`config.mk`:
```
export PLATFORM = sky130hd
export DESIGN_NAME = truth_table_probe_flat
export DESIGN_NICKNAME = d
export VERILOG_FILES = /design/src/rtl/truth_table_probe_pkg.sv /design/src/rtl/truth_table_probe_if.sv /design/src/rtl/truth_table_probe_classify.sv /design/src/rtl/truth_table_probe.sv /design/src/flat_wrapper.sv
export SDC_FILE = /design/constraint.sdc
export NUM_CORES = 1
export LEC_CHECK = 0
export CORE_MARGIN = 1
export CORE_UTILIZATION = 30
export DETAILED_ROUTE_END_ITERATION = 7
export PLACE_DENSITY = 0.64
export SYNTH_ARGS = -nofsm -noshare
export SYNTH_HDL_FRONTEND = slang
export SYNTH_SLANG_ARGS = --single-unit
```
`constraint.sdc`:
```
create_clock -name clk -period 1.4 [get_ports clk]
set_input_delay 0.28 -clock clk [delete_from_list [all_inputs] [get_ports clk]]
set_output_delay 0.28 -clock clk [all_outputs]
set_load 0.005 [all_outputs]
```
`src/rtl/truth_table_probe_pkg.sv`:
```
// Shared definitions for the truth-table probe:
//   - state encoding of the run FSM
//   - 3-bit function codes reported on func
//   - golden 4-bit tables; bit i is the gate output for input vector i = {a,b}
package tt_probe_pkg;

    typedef enum logic [1:0] {
        IDLE = 2'd0,
        RUN  = 2'd1,
        DONE = 2'd2
    } state_e;

    localparam logic [2:0] F_UNKNOWN = 3'd0;
    localparam logic [2:0] F_AND     = 3'd1;
    localparam logic [2:0] F_ANDN    = 3'd2;
    localparam logic [2:0] F_OR      = 3'd3;
    localparam logic [2:0] F_XOR     = 3'd4;
    localparam logic [2:0] F_NAND    = 3'd5;
    localparam logic [2:0] F_NOR     = 3'd6;
    localparam logic [2:0] F_XNOR    = 3'd7;

    localparam logic [3:0] TT_AND  = 4'b1000;
    localparam logic [3:0] TT_ANDN = 4'b0010;  // ~a & b
    localparam logic [3:0] TT_OR   = 4'b1110;
    localparam logic [3:0] TT_XOR  = 4'b0110;
    localparam logic [3:0] TT_NAND = 4'b0111;
    localparam logic [3:0] TT_NOR  = 4'b0001;
    localparam logic [3:0] TT_XNOR = 4'b1001;

endpackage

```
`src/rtl/truth_table_probe_if.sv`:
```
// Signal bundle between the probe and whoever starts it / hosts the gate.
//   start  : run request            (master -> slave)
//   dut_s  : gate output under test (master -> slave)
//   x, y   : gate inputs a, b       (slave -> master)
//   busy   : vectors being applied  (slave -> master)
//   done   : run complete, level    (slave -> master)
//   tt     : captured truth table   (slave -> master)
//   func   : classification of tt   (slave -> master)
interface truth_table_probe_if;
    logic       start;
    logic       dut_s;
    logic       x;
    logic       y;
    logic       busy;
    logic       done;
    logic [3:0] tt;
    logic [2:0] func;

    modport master (
        output start, dut_s,
        input  x, y, busy, done, tt, func
    );

    modport slave (
        input  start, dut_s,
        output x, y, busy, done, tt, func
    );
endinterface

```
`src/rtl/truth_table_probe_classify.sv`:
```
// tt_classify: combinational lookup from a 4-bit truth table to a function
// code. Anything not in the table (constants, single-input functions, ...)
// reports F_UNKNOWN.
//   tt   in  4  truth table, bit i = output for vector i = {a,b}
//   func out 3  function code
module tt_classify
    import tt_probe_pkg::*;
(
    input  logic [3:0] tt,
    output logic [2:0] func
);

    always_comb begin
        func = F_UNKNOWN;
        case (tt)
            TT_AND:  func = F_AND;
            TT_ANDN: func = F_ANDN;
            TT_OR:   func = F_OR;
            TT_XOR:  func = F_XOR;
            TT_NAND: func = F_NAND;
            TT_NOR:  func = F_NOR;
            TT_XNOR: func = F_XNOR;
            default: func = F_UNKNOWN;
        endcase
    end

endmodule

```
`src/rtl/truth_table_probe.sv`:
```
// truth_table_probe: on start, walks {x,y} through 00,01,10,11, holds each
// vector SETTLE cycles, samples dut_s at the end of each hold into tt[vi],
// then reports the table and its classification with a level done.
//   SETTLE  hold cycles per vector, 1..15
//   clk     clock, rising edge
//   rst     synchronous active-high reset
//   bus     slave side of truth_table_probe_if (start, dut_s in;
//           x, y, busy, done, tt, func out)
module truth_table_probe
    import tt_probe_pkg::*;
#(
    parameter int SETTLE = 1
) (
    input logic                 clk,
    input logic                 rst,
    truth_table_probe_if.slave  bus
);

    localparam logic [1:0] ST_IDLE = 2'(IDLE);
    localparam logic [1:0] ST_RUN  = 2'(RUN);
    localparam logic [1:0] ST_DONE = 2'(DONE);

    localparam logic [3:0] SETTLE_LAST = 4'(SETTLE - 1);

    logic [1:0] state;
    logic [1:0] vi;       // index of the vector currently on x/y
    logic [3:0] sc;       // cycles the current vector has been held
    logic [1:0] vec;      // {x,y}
    logic       busy;
    logic       done;
    logic [3:0] tt;
    logic [2:0] func;

    always_ff @(posedge clk) begin
        if (rst) begin
            state <= ST_IDLE;
            vi    <= 2'd0;
            sc    <= 4'd0;
            vec   <= 2'b00;
            busy  <= 1'b0;
            done  <= 1'b0;
            tt    <= 4'b0000;
        end else begin
            case (state)
                ST_IDLE, ST_DONE: begin
                    // Restart from DONE is immediate; the old table is dropped.
                    if (bus.start) begin
                        state <= ST_RUN;
                        vi    <= 2'd0;
                        sc    <= 4'd0;
                        vec   <= 2'b00;
                        busy  <= 1'b1;
                        done  <= 1'b0;
                        tt    <= 4'b0000;
                    end
                end
                ST_RUN: begin
                    // start is deliberately not looked at here.
                    if (sc == SETTLE_LAST) begin
                        tt[vi] <= bus.dut_s;
                        sc     <= 4'd0;
                        if (vi != 2'd3) begin
                            vi  <= vi + 2'd1;
                            vec <= vi + 2'd1;
                        end else begin
                            state <= ST_DONE;
                            vec   <= 2'b00;
                            busy  <= 1'b0;
                            done  <= 1'b1;
                        end
                    end else begin
                        sc <= sc + 4'd1;
                    end
                end
                default: begin
                    state <= ST_IDLE;
                    busy  <= 1'b0;
                    done  <= 1'b0;
                end
            endcase
        end
    end

    tt_classify u_classify (
        .tt   (tt),
        .func (func)
    );

    assign bus.x    = vec[1];
    assign bus.y    = vec[0];
    assign bus.busy = busy;
    assign bus.done = done;
    assign bus.tt   = tt;
    assign bus.func = func;

endmodule

```
`src/flat_wrapper.sv`:
```
// flat-port wrapper written by rule: the top's interface ports become plain ports
module truth_table_probe_flat import tt_probe_pkg::*;
#(
    parameter int SETTLE = 1
)
  (clk, rst, bus_start, bus_dut_s, bus_x, bus_y, bus_busy, bus_done, bus_tt, bus_func);
  truth_table_probe_if bus_i ();
  input logic clk;
  input logic rst;
  input wire logic [$bits(bus_i.start)-1:0] bus_start;
  input wire logic [$bits(bus_i.dut_s)-1:0] bus_dut_s;
  output wire logic [$bits(bus_i.x)-1:0] bus_x;
  output wire logic [$bits(bus_i.y)-1:0] bus_y;
  output wire logic [$bits(bus_i.busy)-1:0] bus_busy;
  output wire logic [$bits(bus_i.done)-1:0] bus_done;
  output wire logic [$bits(bus_i.tt)-1:0] bus_tt;
  output wire logic [$bits(bus_i.func)-1:0] bus_func;
  assign bus_i.start = bus_start;
  assign bus_i.dut_s = bus_dut_s;
  assign bus_x = bus_i.x;
  assign bus_y = bus_i.y;
  assign bus_busy = bus_i.busy;
  assign bus_done = bus_i.done;
  assign bus_tt = bus_i.tt;
  assign bus_func = bus_i.func;
  truth_table_probe #(.SETTLE(SETTLE)) u_core (.clk(clk), .rst(rst), .bus(bus_i));
endmodule
```
==> impl_metrics.json, run 1 <==
{
  "critPathRequiredTime_ns": 1.12,
  "setup_viol": 5,
  "yosysSeqAreaShare_pct": 37.2,
  "track_usage_pct": 16.3,
  "tightest_slew_ns": 0.299,
  "clkLatencyLatePin_ns": 0.27,
  "synth_area_per_cell_um2": 8.66,
  "cp_slowest_cell": "dfxtp_4",
  "via_count": 738,
  "ir_drop_mv": 0.558,
  "syn-instance-count": 87,
  "io_pins": 15,
  "design.core.area_um2": 2300,
  "detail_route.first_pass.iterations": 4,
  "grt_antenna_before_repair": 0,
  "viasPerCell": 4.95,
  "cap_violations": 0,
  "pwr_density_cell_nw_per_um2": 658,
  "hold_slack_ns": 0.473,
  "ys_warn_count": 0,
  "die_w_um": 52.1,
  "cts_buffers": 3,
  "yosys.area_share.simple_pct": 29.9,
  "grt_max_degree": 10,
  "synth.area.mux_share_pct": 3.99,
  "min_period_over_period_pct": 108,
  "portBuffers": 14,
  "fp.dieH_um": 52.1,
  "syn_area_um2": 753,
  "drt-total-wl_um": 1900,
  "ys.flop_type": "dfxtp_1",
  "async_flop_share_pct": 0,
  "synth_top_cells_by_area": "dfxtp_1 (37%), ha_1 (10%), a21oi_1 (6.0%)",
  "synth_edf_count": 0,
  "setup_tns_ns": -0.250,
  "crit_family": "flip-flops",
  "startpoint_type": "flip-flop",
  "hpwlAfterDp_um": 1340,
  "synth_compound_gate_area_share_pct": 14.1,
  "critPathBufInv": 2,
  "status": "finished, violations left",
  "slowest_delay_ns": 0.36,
  "drtIter0Drc": 3,
  "htreeDepth": 1,
  "min_period_ns": 1.52,
  "synthesis.nets": 97,
  "synth-adder-area-share_pct": 9.97,
  "synth_top_cell_area_share_pct": 37.2,
  "area_delta_synth_final_pct": 58.3,
  "synth_top_area_cell": "dfxtp_1",
  "violations": "setup timing",
  "ant_nets": 0,
  "synth_xor_area_share_pct": 1.16,
  "cp-end-kind": "output port",
  "synth_top_family_by_area": "simple AND/OR/NAND/NOR gates",
  "min_path_type": "flip-flop to flip-flop",
  "slew_violations": 0,
  "grt_setup_unrepaired": "yes",
  "hold_buffers": 0,
  "crit_fanout": 4,
  "drive_gt1_share_pct": 40.5,
  "final_nets": 133,
  "drcViolationCount": 0,
  "max_slew_margin_pct": 80.1,
  "crit_type": "flip-flop to output port",
  "grt_pass1_vias": 767,
  "layout_setup_ws_ns": -0.116,
  "path_cells": "buf_6 -> o41ai_4 -> buf_2",
  "gr-total-overflow": 0,
  "rows": 17,
  "fill_cells": 218,
  "finalHoldViolCount": 0,
  "skew_ns": 0.00163,
  "clockBufferDepth": 2,
  "gp_congestion": 0.775,
  "utilization_pct": 51.9,
  "synth.distinct_cells": 31,
  "total_leakage_power_nw": 0.579,
  "cts_tree": "yes",
  "arrival_ns": 1.24,
  "cts.sinks": 14,
  "grt_pass1_wl_um": 3170,
  "max_freq_mhz": 660,
  "dieArea_um2": 2710,
  "initial_utilization_pct": 32.8,
  "antenna_cells": 0,
  "ys_ff_latch": 14,
  "cts-root-buf": "clkbuf_4",
  "clk_pin_slew_ns": 0.08,
  "routedWlPerCell_um": 12.8
}
sequential cells by signal, indices dropped and copies added, names as in the netlist:
name,cells
u_core.vec,2
u_core.bus.tt,4
u_core.vi,2
u_core.sc,4
u_core.bus.done,1
u_core.state,1
placed cells by master (no fill, tap or decap), drive strengths merged:
cell type and instances:
o41ai 1, nor3 1, clkdlybuf4s15 1, xor2 1, or4b 1, o21ai 3
and2b 1, nand3b 4, clkdlybuf4s50 3, clkbuf 3, dlygate4sd2 3, nand2 10
a31oi 1, ha 6, dfxtp 14, nor3b 1, nor2b 2, nand2b 3
a22o 1, buf 22, nand4 1, mux2i 3, a22oi 1, dlymetal6s2s 4
a21oi 9, and2 2, or3b 1, o211ai 2, nand3 4, inv 5
nand4b 1, nor2 5, or3 1
timing repair:
item | CTS | global route
setup endpoints to repair | 14 | 16
pin swaps | 10 | 7
setup buffers | 4 | 5
resized for setup | 38 | 17
logic make-up (layout without fill, tap and decap cells):
family	count (synthesis)	count (layout)
and+or+nand+nor	38	38
AOI/OAI and AO/OA	18	18
DFF	14	14
buffers and inverters	7	41
adders and majority gates	6	6
muxes	3	3
xor gates and xnor gates	1	1
final timing paths:
path | start | depth (start not counted) | endpoint | slack, ns
max | u_core.bus.tt[0] | 3 | bus_func[1] | -0.12
min | u_core.vec[1] | 2 | u_core.vec[1] | 0.47
max reg2reg | u_core.sc[0] | 6 | u_core.vi[0] | -0.05
min reg2reg | u_core.vec[1] | 2 | u_core.vec[1] | 0.47
power by group:
| part | switching (mW) | total, mW | internal, mW |
|---|---|---|---|
| sequential | 0.0103 | 0.420 | 0.410 |
| clock | 0.115 | 0.214 | 0.0994 |
| combinational | 0.0698 | 0.150 | 0.0804 |
stage by stage:
| step | total power [mW] | instance area (um2) | std cells | setup slack, ns |
|---|---|---|---|---|
| after floorplan | 0.492 | 756 | 87 | 0.00672 |
| after global placement | 0.550 | 997 | 137 | -0.169 |
| after detailed placement | 0.555 | 997 | 137 | -0.178 |
| after CTS | 0.784 | 1090 | 144 | -0.0806 |
| after global routing | 0.842 | 1190 | 149 | -0.159 |
| final | 0.785 | 1190 | 149 | -0.116 |
cell usage after synthesis (all sizes together), types with 2 or more instances:
cell type,number
dfxtp,14
nand2,10
a21oi,9
ha,6
inv,5
nor2,5
nand3,4
nand3b,4
mux2i,3
nand2b,3
o21ai,3
and2,2
nor2b,2
o211ai,2
metal layers:
metal	wire [um]	share of wire, %	vias up	global-route usage [%]
li1	-	-	375	-
met1	751	39	348	14.5
met2	1050	55	13	32.7
met3	83	4.4	2	3.51
met4	15	0.79	0	9.01
met5	0	0	-	0
tightest hold or removal path, stage by stage, from the launching register on:
cell and delay [ns]:
dfxtp_2 0.32, nand3_1 0.06, a21oi_1 0.06
layout make-up:
class | count | area [um2] | share of cell area (%)
repair buffers | 33 | 304 | 25.5
clock buffers | 3 | 22.5 | 1.89
multi-input cells | 66 | 517 | 43.3
well taps | 28 | 35.0 | 2.94
inverters | 5 | 18.8 | 1.57
flip-flops and latches | 14 | 295 | 24.8
Power figures use the tool's default switching activity.
==> inputs of run 2 (changes only) <==
--- a/config.mk
+++ b/config.mk
@@ -5,10 +5,11 @@
 export SDC_FILE = /design/constraint.sdc
 export NUM_CORES = 1
 export LEC_CHECK = 0
+export ABC_AREA = 1
 export CORE_MARGIN = 1
 export CORE_UTILIZATION = 30
 export DETAILED_ROUTE_END_ITERATION = 7
-export PLACE_DENSITY = 0.64
+export PLACE_DENSITY = 0.63
 export SYNTH_ARGS = -nofsm -noshare
 export SYNTH_HDL_FRONTEND = slang
 export SYNTH_SLANG_ARGS = --single-unit
==> impl_metrics.json, run 2 <==
{
  "design_area_um2": 1270,
  "finalHoldViolCount": 0,
  "routedWlPerCell_um": 11.4,
  "detail_route.first_pass.iterations": 3,
  "grt_setup_unrepaired": "yes",
  "critPathRequiredTime_ns": 1.12,
  "drtIter0Drc": 13,
  "r2r-end": "u_core.vec[0]",
  "total_leakage_power_nw": 0.631,
  "ir_drop_mv": 0.391,
  "violations": "setup timing",
  "synth_top_cells_by_area": "dfxtp_1 (32%), nand2_1 (10%), ha_1 (8.7%)",
  "startpoint": "u_core.bus.tt[1]",
  "synth_top_area_cell": "dfxtp_1",
  "reg_top3": "u_core.bus.tt (4), u_core.sc (4)",
  "ys_warn_count": 0,
  "cts_tree": "yes",
  "synth.distinct_cells": 19,
  "clkLatencyLatePin_ns": 0.29,
  "cts-root-buf": "clkbuf_4",
  "utilization_pct": 46.5,
  "reg2reg_slack_ns": 0.10,
  "reg2regPathDepth": 7,
  "setup_viol": 1,
  "grt_pass1_wl_um": 3660,
  "mostFrequentLayoutCells": "nand2_1 (21), inv_1 (18), nor2_1 (17), buf_4 (14), nand3_1 (11)",
  "via_count": 919,
  "hpwlAfterDp_um": 1550,
  "synth_top_cell_area_share_pct": 32.4,
  "layout_setup_ws_ns": -0.0211,
  "syn_area_um2": 865,
  "drt-total-wl_um": 2220,
  "clk_pin_slew_ns": 0.09,
  "track_usage_pct": 15.3,
  "placed_cell_area_um2": 1140,
  "cts.sinks": 14,
  "drcViolationCount": 0,
  "ys.flop_type": "dfxtp_1",
  "final_cells": 195,
  "crit_fanout": 2,
  "htreeDepth": 1,
  "fp.dieH_um": 55.7,
  "async_flop_share_pct": 0,
  "max_slew_margin_pct": 84.8,
  "hold_buffers": 0,
  "skew_ns": 0.00478,
  "cts_buffers": 3,
  "cp-end-kind": "output port",
  "power.total_mw": 1.01,
  "yosysSeqAreaShare_pct": 32.4,
  "pwr_density_cell_nw_per_um2": 792,
  "dp_slack_ns": -0.174,
  "syn-instance-count": 130,
  "synthesis.nets": 140,
  "rows": 19,
  "tightest_slew_ns": 0.228,
  "final_common_cell": "nand2_1",
  "status": "finished, violations left",
  "max_freq_mhz": 704,
  "arrival_ns": 1.14,
  "dp.cells": 185,
  "gr-total-overflow": 0,
  "min_period_over_period_pct": 102,
  "drive_gt1_share_pct": 32.3,
  "synth_edf_count": 0,
  "grt_antenna_before_repair": 0,
  "cap_violations": 0,
  "slew_violations": 0,
  "min_period_ns": 1.42,
  "hold_slack_ns": 0.461,
  "yosysMostFrequentCell": "nand2_1",
  "portBuffers": 14,
  "synth_common_cells": "nand2_1 (23), inv_1 (20), nor2_1 (18)",
  "die_w_um": 55.7,
  "crit_type": "flip-flop to output port",
  "ys_ff_latch": 14,
  "ant_nets": 0,
  "min_path_type": "flip-flop to flip-flop",
  "grt_max_degree": 9,
  "gp_congestion": 0.813,
  "final_nets": 175,
  "crit_end": "bus_func[0]",
  "initial_utilization_pct": 31.6,
  "synth_area_per_cell_um2": 6.65,
  "setup_tns_ns": -0.0211,
  "viasPerCell": 4.71,
  "clockBufferDepth": 2,
  "design.core.area_um2": 2730,
  "grt_pass1_vias": 895,
  "dieArea_um2": 3100,
  "antenna_cells": 0,
  "io_pins": 15,
  "area_delta_synth_final_pct": 46.9,
  "startpoint_type": "flip-flop",
  "r2r_start": "u_core.sc[0]"
}
run 2: kinds of logic after synthesis:
kind of cell / Yosys count / synth area share (%)
and+or+nand+nor: 68 / 35.7
buffers and inverters: 24 / 11.3
AOI/OAI and AO/OA: 17 / 10.9
DFF: 14 / 32.4
adders and majority gates: 6 / 8.68
xor gates and xnor gates: 1 / 1.01
run 2: worst min path at each step:
| stage | from | to | slack, ns | cells past startpoint |
|---|---|---|---|---|
| after global placement | u_core.vec[1] | u_core.vec[1] | 0.46 | 2 |
| final | u_core.vec[1] | u_core.vec[1] | 0.46 | 2 |
| after floorplan | rst | u_core.bus.done | 0.34 | 1 |
| after CTS | u_core.vec[1] | u_core.vec[1] | 0.46 | 2 |
| after detailed placement | u_core.vec[1] | u_core.vec[1] | 0.46 | 2 |
| after global routing | u_core.vec[1] | u_core.vec[1] | 0.49 | 2 |
run 2: timing repair:
item                       4_1_cts  5_1_grt
setup buffers                    3        3
setup endpoints to repair       11       11
pin swaps                        0        5
gates resized for setup         38       13
run 2: worst max-delay path: stages (launching register included):
cell and delay [ns]:
dfxtp_2 0.37, buf_6 0.11, nand2_4 0.04, a211oi_2 0.20
buf_2 0.14
run 2: layout make-up:
class,instances,area (um2)
Timing Repair Buffer,31,273
Multi-Input combinational cell,92,529
Clock buffer,4,36.3
Sequential cell,14,302
Inverter,23,91.3
Fill cell,274,1460
Tap cell,31,38.8
run 2: where the power goes:
part / internal [mW] / switching (mW) / total [mW] / leakage, nW
Combinational: 0.123 / 0.139 / 0.262 / 0.491
Sequential: 0.419 / 0.0214 / 0.441 / 0.119
Clock: 0.158 / 0.144 / 0.302 / 0.0210
run 2: per-layer routing:
metal,global-route usage [%],wire length (um),up-vias,part of all wire [%]
met5,0,0,-,0
met1,17.1,960,402,43
met3,2.33,69,13,3.1
met4,15.4,129,0,5.8
li1,-,-,481,-
met2,24.1,1060,23,48
